**src/rtl/sound_pkg.sv**
```systemverilog
// sound_pkg: shared register offsets, volume codes and read-back masks for the sound channels
package sound_pkg;
   localparam logic [15:0] NR30_OFS = 16'd0;
   localparam logic [15:0] NR31_OFS = 16'd1;
   localparam logic [15:0] NR32_OFS = 16'd2;
   localparam logic [15:0] NR33_OFS = 16'd3;
   localparam logic [15:0] NR34_OFS = 16'd4;
   localparam logic [15:0] NUM_REGS = 16'd5;
   typedef enum logic [1:0] {VOL_MUTE, VOL_FULL, VOL_HALF, VOL_QUARTER} vol_e;
   // Unused/write-only bits read back as ones.
   localparam logic [7:0] NR30_RMASK = 8'h7F;
   localparam logic [7:0] NR31_RMASK = 8'hFF;
   localparam logic [7:0] NR32_RMASK = 8'h9F;
   localparam logic [7:0] NR33_RMASK = 8'hFF;
   localparam logic [7:0] NR34_RMASK = 8'hBF;
   function automatic logic [7:0] vol_scale(input logic [7:0] s, input vol_e v);
      return v == VOL_MUTE ? 8'd0 : v == VOL_FULL ? s : v == VOL_HALF ? s >> 1 : s >> 2;
   endfunction
endpackage

```
**src/rtl/sound_length_counter.sv**
```systemverilog
// sound_length_counter: reusable length down-counter that silences a channel at zero
//   clk, rst          clock, asynchronous active-high reset
//   load, load_value  synchronous load, wins over a tick in the same cycle
//   tick, en          decrement strobe and length enable
//   count, expire     current count; expire marks the 1 -> 0 decrement
module sound_length_counter #(
   parameter int W = 9
) (
   input  logic         clk,
   input  logic         rst,
   input  logic         load,
   input  logic [W-1:0] load_value,
   input  logic         tick,
   input  logic         en,
   output logic [W-1:0] count,
   output logic         expire
);
   assign expire = tick && en && count == W'(1);
   always_ff @(posedge clk or posedge rst)
      if (rst) count <= '0;
      else if (load) count <= load_value;
      else if (tick && en && count != '0) count <= count - W'(1);
endmodule

```
**src/rtl/sound_wave_channel.sv**
```systemverilog
// sound_wave_channel: wave-table sound channel with register/wave-RAM bus, length counter and volume shift
//   I_CLK, I_RESET             clock, asynchronous active-high reset
//   I_TICK, I_LEN_TICK         frequency-timer strobe and 256 Hz length strobe
//   I_IOREG_*                  register bus, active-low strobes
//   O_IOREG_RDATA, O_IOREG_HIT combinational read data and read-hit flag
//   O_CH_ON, O_WAVEFORM        channel active and registered output sample
module sound_wave_channel
   import sound_pkg::*;
#(
   parameter int          SAMPLE_BITS = 4,
   parameter int          DEPTH       = 32,
   parameter int          OUT_W       = 20,
   parameter logic [15:0] REG_BASE    = 16'hFF1A,
   parameter logic [15:0] WAVE_BASE   = 16'hFF30
) (
   input  logic             I_CLK,
   input  logic             I_RESET,
   input  logic             I_TICK,
   input  logic             I_LEN_TICK,
   input  logic [15:0]      I_IOREG_ADDR,
   input  logic [7:0]       I_IOREG_WDATA,
   input  logic             I_IOREG_WE_L,
   input  logic             I_IOREG_RE_L,
   output logic [7:0]       O_IOREG_RDATA,
   output logic             O_IOREG_HIT,
   output logic             O_CH_ON,
   output logic [OUT_W-1:0] O_WAVEFORM
);
   localparam int PW  = $clog2(DEPTH);
   localparam int NB  = DEPTH * SAMPLE_BITS / 8;
   localparam int AW  = $clog2(NB);
   localparam int NIB = SAMPLE_BITS == 4 ? 1 : 0;
   localparam int WSH = OUT_W - SAMPLE_BITS - 2;
   logic [7:0] ram [NB];
   logic dac_en, len_en, on, we, reg_hit, wave_hit;
   logic wr30, wr31, wr32, wr33, wr34, trig, len_load, len_expire;
   vol_e vol;
   logic [15:0] reg_off, wave_off;
   logic [AW-1:0] wave_idx;
   logic [10:0] freq, timer;
   logic [PW-1:0] ptr, nptr;
   logic [SAMPLE_BITS-1:0] sbuf, nsample, vsample;
   logic [8:0] len_cnt, len_value;
   logic [OUT_W-1:0] wave_q;
   assign we       = !I_IOREG_WE_L;
   assign reg_off  = I_IOREG_ADDR - REG_BASE;
   assign wave_off = I_IOREG_ADDR - WAVE_BASE;
   assign reg_hit  = reg_off < NUM_REGS;
   assign wave_hit = wave_off < 16'(NB);
   assign wave_idx = AW'(wave_off);
   assign wr30 = we && reg_hit && reg_off == NR30_OFS;
   assign wr31 = we && reg_hit && reg_off == NR31_OFS;
   assign wr32 = we && reg_hit && reg_off == NR32_OFS;
   assign wr33 = we && reg_hit && reg_off == NR33_OFS;
   assign wr34 = we && reg_hit && reg_off == NR34_OFS;
   assign trig = wr34 && I_IOREG_WDATA[7] && dac_en;
   // 4-bit samples: even index is the high nibble of its byte.
   assign nptr    = ptr + PW'(1);
   assign nsample = SAMPLE_BITS'(ram[AW'(nptr >> NIB)] >> ((NIB == 1 && !nptr[0]) ? 4 : 0));
   assign vsample = SAMPLE_BITS'(vol_scale(8'(sbuf), vol));
   // A trigger landing on the expiring length tick still reloads the full length.
   assign len_load  = wr31 || (trig && (len_cnt == 9'd0 || len_expire));
   assign len_value = wr31 ? 9'd256 - {1'b0, I_IOREG_WDATA} : 9'd256;
   sound_length_counter #(.W(9)) u_len (
      .clk(I_CLK), .rst(I_RESET), .load(len_load), .load_value(len_value),
      .tick(I_LEN_TICK), .en(len_en), .count(len_cnt), .expire(len_expire)
   );
   assign O_IOREG_RDATA = wave_hit ? ram[wave_idx] :
                          !reg_hit ? 8'h00 :
                          reg_off == NR30_OFS ? ({dac_en, 7'd0} | NR30_RMASK) :
                          reg_off == NR31_OFS ? NR31_RMASK :
                          reg_off == NR32_OFS ? ({1'b0, vol, 5'd0} | NR32_RMASK) :
                          reg_off == NR33_OFS ? NR33_RMASK :
                          ({1'b0, len_en, 6'd0} | NR34_RMASK);
   assign O_IOREG_HIT = (reg_hit || wave_hit) && !I_IOREG_RE_L;
   assign O_CH_ON     = on && dac_en;
   assign O_WAVEFORM  = O_CH_ON ? wave_q : '0;
   always_ff @(posedge I_CLK or posedge I_RESET)
      if (I_RESET) begin
         dac_en <= 1'b0;
         len_en <= 1'b0;
         vol    <= VOL_MUTE;
         freq   <= '0;
         on     <= 1'b0;
         timer  <= '0;
         ptr    <= '0;
         sbuf   <= '0;
         wave_q <= '0;
         for (int i = 0; i < NB; i++) ram[i] <= 8'h00;
      end else begin
         if (we && wave_hit) ram[wave_idx] <= I_IOREG_WDATA;
         if (wr30) dac_en <= I_IOREG_WDATA[7];
         if (wr32) vol <= vol_e'(I_IOREG_WDATA[6:5]);
         if (wr33) freq[7:0] <= I_IOREG_WDATA;
         if (wr34) begin
            freq[10:8] <= I_IOREG_WDATA[2:0];
            len_en     <= I_IOREG_WDATA[6];
         end
         on <= (wr30 && !I_IOREG_WDATA[7]) ? 1'b0 : trig ? 1'b1 : len_expire ? 1'b0 : on;
         if (trig) begin
            timer <= {I_IOREG_WDATA[2:0], freq[7:0]};
            ptr   <= '0;
            sbuf  <= '0;
         end else if (on && I_TICK) begin
            if (timer == 11'h7FF) begin
               timer <= freq;
               ptr   <= nptr;
               sbuf  <= nsample;
            end else timer <= timer + 11'd1;
         end
         wave_q <= OUT_W'(vsample) << WSH;
      end
endmodule
```
**config.mk**
```make
export PLATFORM = sky130hd
export DESIGN_NAME = sound_wave_channel
export DESIGN_NICKNAME = d
export VERILOG_FILES = /design/src/rtl/sound_pkg.sv /design/src/rtl/sound_length_counter.sv /design/src/rtl/sound_wave_channel.sv
export SDC_FILE = /design/constraint.sdc
export NUM_CORES = 1
export LEC_CHECK = 0
export BUFFER_PORTS_ARGS = -buffer_cell sky130_fd_sc_hd__buf_2
export CAP_MARGIN = 20
export CORE_ASPECT_RATIO = 0.7
export CORE_UTILIZATION = 25
export CTS_CLUSTER_DIAMETER = 30
export DETAILED_ROUTE_END_ITERATION = 10
export HOLD_SLACK_MARGIN = 0.06
export SETUP_SLACK_MARGIN = 0.4
export SLEW_MARGIN = 20
export SYNTH_ARGS = -nofsm -noshare
export SYNTH_HDL_FRONTEND = slang
export SYNTH_SLANG_ARGS = --single-unit
```
**constraint.sdc**
```tcl
create_clock -name I_CLK -period 12.5 [get_ports I_CLK]
set_clock_uncertainty 0.1 [all_clocks]
set_input_delay 1.25 -clock I_CLK [delete_from_list [all_inputs] [get_ports I_CLK]]
set_output_delay 1.25 -clock I_CLK [all_outputs]
set_load 0.1 [all_outputs]
```
=== Yosys cells after proc, flatten, opt, wreduce, memory -nomap -nowiden ===
Cells that the tools add are included.
Widths: inputs -> output; s select.

* Shifts and indexed selects: 1
* Reduce and logical (&&, ||, !) cells: 33
* Order comparisons: 5
* Add/sub/neg operators: 6
* Equality and inequality tests: 8
* Div/mod/pow operators: 0
* Muxes and demuxes: 35
* Bitwise operators: 2
* Multiply operators: 0

{| class="wikitable"
|+ Operators with widths
! kind !! count
|-
| $bwmux 128 || 1
|-
| $bmux 8 s4 || 2
|-
| $mux 8 || 8
|-
| $mux 11 || 3
|-
| $demux 8 s4 || 1
|-
| $eq 16x2->1 const B || 2
|-
| $sub 16x16->16 const B || 2
|-
| $mux 9 || 3
|-
| $mux 7 || 3
|-
| $mux 4 || 5
|-
| $logic_and 1x1->1 || 18
|-
| $mux 18 || 1
|-
| $eq 16x1->1 const B || 1
|-
| $eq 16x3->1 const B || 1
|-
| $logic_not 16->1 || 1
|-
| $lt 16x3->1 const B || 1
|-
| $lt 16x5->1 const B || 1
|-
| $mux 5 || 3
|-
| $add 11x1->11 const B || 1
|-
| $eq 11x11->1 const B || 1
|-
| $ge 5x5->1 const B || 2
|-
| $not 4->5 || 2
|-
| $eq 9x1->1 const B || 1
|-
| $logic_not 9->1 || 1
|-
| 16 further kinds || 25
|}

* Flip-flop bits (word level): 177
* Bits in read-only memories: 0
* Latch bits: 0
* Bits of input ports: 30
* Output and inout port bits: 30
* Logic and storage cells: 117
* Memories: 0
* RAM bits: 0

=== Depth between registers and ports, before layout ===
* Depth after elaboration: 9
* Gate-level depth with buffers: 12
* Gate-level depth less buffers: 9

=== Hierarchy ===
From an unflattened synthesis, not the netlist that was laid out.

* Cell total of the unflattened synthesis: 938
* Area, all modules: 10,338.7 µm²

{| class="wikitable"
|+ Modules (own cells, without submodules)
! module !! cells an instance !! seq. area each (µm²) !! instances !! area each (µm²)
|-
| sound_wave_channel || 867 || 4,204.0 || 1 || 9,704.3
|-
| sound_length_counter || 71 || 225.2 || 1 || 634.4
|}

=== Least setup slack after synthesis ===
No wires, ideal clock.

* Path kind: in2out
* Start point: input port I_IOREG_ADDR[0]
* End point: output port O_IOREG_RDATA[2]
* Data required time: 11,150 ps
* Slack: 6,484 ps
* Cell stages on the path: 6
* Data arrival time: 4,666 ps
* Cells stage by stage: clkbuf_1 -> buf_2 -> mux4_2 -> mux4_2 -> inv_1 -> o21ai_0

* Cells in the longest elaborated chain, start to end: 7

{| class="wikitable"
|+ Ends and longest elaborated chain
! item !! line !! RTL
|-
| start, declared || sound_wave_channel.sv:20 || <nowiki>input logic [15:0] I_IOREG_ADDR,</nowiki>
|-
| parallel branches: the longest is 6 deep, another holds $sub 16x16->16 || -- ||
|-
| $mux 8 * || sound_wave_channel.sv:68 || <nowiki>assign O_IOREG_RDATA = wave_hit ? ram[wave_idx] :</nowiki>
|-
| end, declared || sound_wave_channel.sv:24 || <nowiki>output logic [7:0] O_IOREG_RDATA,</nowiki>
|}

Mark *: on every way between the ends. The select of a mux whose other input is x is not followed.

=== Final worst setup path ===
* Start point: input port I_IOREG_ADDR[1]
* End point: output port O_IOREG_HIT

* Cells in the longest elaborated chain, start to end: 4

{| class="wikitable"
|+ Ends and longest elaborated chain
! item !! line !! RTL
|-
| $sub 16x16->16 (on tied branches) || sound_wave_channel.sv:46, sound_wave_channel.sv:47 ||
|-
| $lt 16x3->1 / $lt 16x5->1 (equally long branches) || sound_wave_channel.sv:48, sound_wave_channel.sv:49 ||
|-
| $logic_or 1x1->1 * || sound_wave_channel.sv:75 || <nowiki>assign O_IOREG_HIT = (reg_hit || wave_hit) && !I_IOREG_RE_L;</nowiki>
|-
| $logic_and 1x1->1 * || sound_wave_channel.sv:75 ||
|-
| end, declared || sound_wave_channel.sv:25 || <nowiki>output logic O_IOREG_HIT,</nowiki>
|}

Every way passes the cells marked *; elsewhere a longest branch is shown, timed or not.

==> impl_metrics.toml <==
[outcome]
status = "finished, final reports clean"

[setup_path]
crit_start = "I_IOREG_ADDR[1]"
cp-end-kind = "output pin"
cp.required_ns = 11.15
crit_path_start_kind = "primary input"
cp_max_fo = 38
critPathArrivalTime_ns = 4.69
r2r_start = "ptr[0]$_DFFE_PP0P_"
crit_type = "primary input to output pin"

[yosys]
ys_seq_elements = 177
synth_ff_type = "dfrtp_1"
ys_types = 66
synth_cells = 998
yosysWarningCount = 0
ys_seq_area_frac = 0.426
synth_area_per_cell_um2 = 10.4
synth-edff-count = 0
synth_area_um2 = 10400
ys_async_sr_fraction = 1.00

[timing]
tns_ns = 0
finalHoldViolations = 0
worstMarginPinSlew_ns = 1.12
setup_violations = 0
relSlewSlack = 0.250
fin_crit_sh = 0.483
rsz0062_at_grt = "no"
period_needed_ns = 6.04
drv_slew = 0
fmax_mhz = 165

[cts]
htree_levels = 4
postCtsSetupBuffers = 0
clkTransAtPathRegs_ns = 0.07
post_cts_resized = 0
postCtsHoldBufs = 0
cts_root_buf = "clkbuf_16"
cts_tree = "built"
clk_latency_ns = 0.46
clk_path_buf_depth = 2
cts_made_buffers = 17
clock-sinks = 177

[power_and_ir_drop]
irDropWorstVdd_uv = 62.2
cellPowerDensity_nw_per_um2 = 104
leakage_nw = 5.15

[placed_design]
place_congestion = 0.871
placed_cells = 1530
io_buffers = 43
dp_hpwl_um = 21900

[route]
wl_per_cell_um = 20.4
drtIter0Drc = 861
first_pass_iters = 8
routed_via_density = 5.29
finalWirelength_um = 31800
final_antenna_net_count = 0
vias = 8252
drc = 0

[floorplan]
initial_core_util = 0.254
dieArea_um2 = 42400
rows = 62
fp.dieH_um = 173
ios = 60
die_x_um = 246
core_area_um2 = 41000

[layout]
drive_above_1_share = 0.246
final_cell_count_no_fill = 1561
antenna_cells = 0
layout.nets = 1041
n_fill_cell = 4214
areaGrowthSynthToFinish_pct = 12.2

[worst_hold_path]
min_from = "u_len.count[8]$_DFFE_PP0P_"
hold_class = "register to register"

[grt]
grt_start_max_net_pins = 66
grt_overflow = 0
track_usage = 0.154
grt_pass1_vias = 7984
grt_pass1_wl_um = 49400
antenna_found_initial = 1

[run]
maxCapViolations = 0
## report_power, final
group	internal (mW)	switching [mW]	total [mW]	leakage (nW)
sequential	0.573	0.000173	0.573	2.47
clock	0.313	0.241	0.554	0.289
combinational	0.0158	0.0652	0.0810	2.39
## registers in the layout, indices dropped and copies added (netlist names)
name / cells
freq: 11
ram: 128
dac_en: 1
timer: 11
on: 1
vol: 2
len_en: 1
ptr: 5
u_len.count: 9
sbuf: 4
wave_q: 4
## final cells by class
class | instances | area (um^2) | share of cell area
tap | 544 | 681 | 0.0584
inverter | 19 | 76.3 | 0.00655
clock inverter | 14 | 165 | 0.0142
clock buffer | 17 | 425 | 0.0365
multi-input combinational | 738 | 5590 | 0.480
timing repair buffer | 52 | 283 | 0.0243
sequential | 177 | 4430 | 0.380
## worst paths after layout
kind	endpoint	cells after the start	slack (ns)
max reg2reg	sbuf[3]$_DFFE_PP0P_	7	9.26
min in group asynchronous	ram[3]$_DFFE_PP0P_	2	0.74
min reg2reg	u_len.count[8]$_DFFE_PP0P_	1	0.41
max	O_IOREG_HIT	11	6.46
max in group asynchronous	ram[91]$_DFFE_PP0P_	3	10.34
min	u_len.count[8]$_DFFE_PP0P_	1	0.41
## per-stage QoR
step           area [um^2]  hold WS, ns  utilization  power [mW]  setup WS (ns)
2_1_floorplan        10400        0.344            -       0.647           6.35
3_3_place_gp         11100        0.374        0.270       0.664           6.63
3_5_place_dp         11100        0.381        0.270       0.665           6.55
4_1_cts              11600        0.406        0.284        1.22           6.53
5_1_grt              11600        0.421        0.284        1.25           6.30
6_report             11600        0.406        0.284        1.21           6.46
## layout by cell type, fill, tap and decap left out, drive strengths merged, types with 7 or more instances in the layout
master,netlist,final
inv,19,21
o21ai,70,70
clkbuf,49,17
dfrtp,177,177
xor2,12,12
a31oi,12,12
buf,30,52
xnor2,10,10
mux2i,31,31
a21oi,13,13
and2,7,7
o22ai,7,7
nor3,12,12
conb,1,16
and3,7,7
nand2,171,171
mux4,40,40
nand4,17,17
nand3,45,45
clkinv,0,7
mux2,111,111
a221oi,14,14
nor2,35,35
## cells by family (layout without fill, tap and decap cells)
| kind of cell | count (synthesis) | after routing | share of synthesized area |
|---|---|---|---|
| AND/OR/NAND/NOR | 337 | 337 | 0.153 |
| buffers and inverters | 98 | 102 | 0.0430 |
| XOR/XNOR | 22 | 22 | 0.0193 |
| AO/OA/AOI/OAI | 175 | 175 | 0.114 |
| flip-flops | 177 | 177 | 0.426 |
| adder cells (fa/ha/maj) | 6 | 6 | 0.00723 |
| multiplexers | 182 | 182 | 0.237 |
| other | 1 | 16 | 0.000361 |
## worst max-delay path, stage by stage
cell,delay (ns)
buf_2,0.09
buf_4,0.48
inv_1,0.20
ha_1,0.28
nand3b_1,0.19
a221oi_2,0.40
o2111a_1,0.76
o21ai_0,0.19
buf_4,0.23
a21oi_1,0.15
buf_2,0.45
## per-layer routing
layer  track usage  part of all wire  up-vias
li1              -                 -     3656
met3        0.0562              0.11       59
met4        0.0541             0.025        2
met2         0.199              0.40      396
met5             0           0.00041        -
met1         0.228              0.47     4139
## Yosys cell counts (all sizes together), types with 10 or more instances
cell type / number / area [um^2]
dfrtp: 177 / 4430
nand2: 171 / 644
mux2: 111 / 1250
o21ai: 70 / 350
clkbuf: 49 / 184
nand3: 45 / 225
mux4: 40 / 901
nor2: 35 / 131
mux2i: 31 / 310
buf: 30 / 191
inv: 19 / 71.3
nand4: 17 / 106
a221oi: 14 / 129
a21oi: 13 / 65.1
a31oi: 12 / 75.1
nor3: 12 / 60.1
xor2: 12 / 105
xnor2: 10 / 95.1
(Power assumes the default switching activity.)
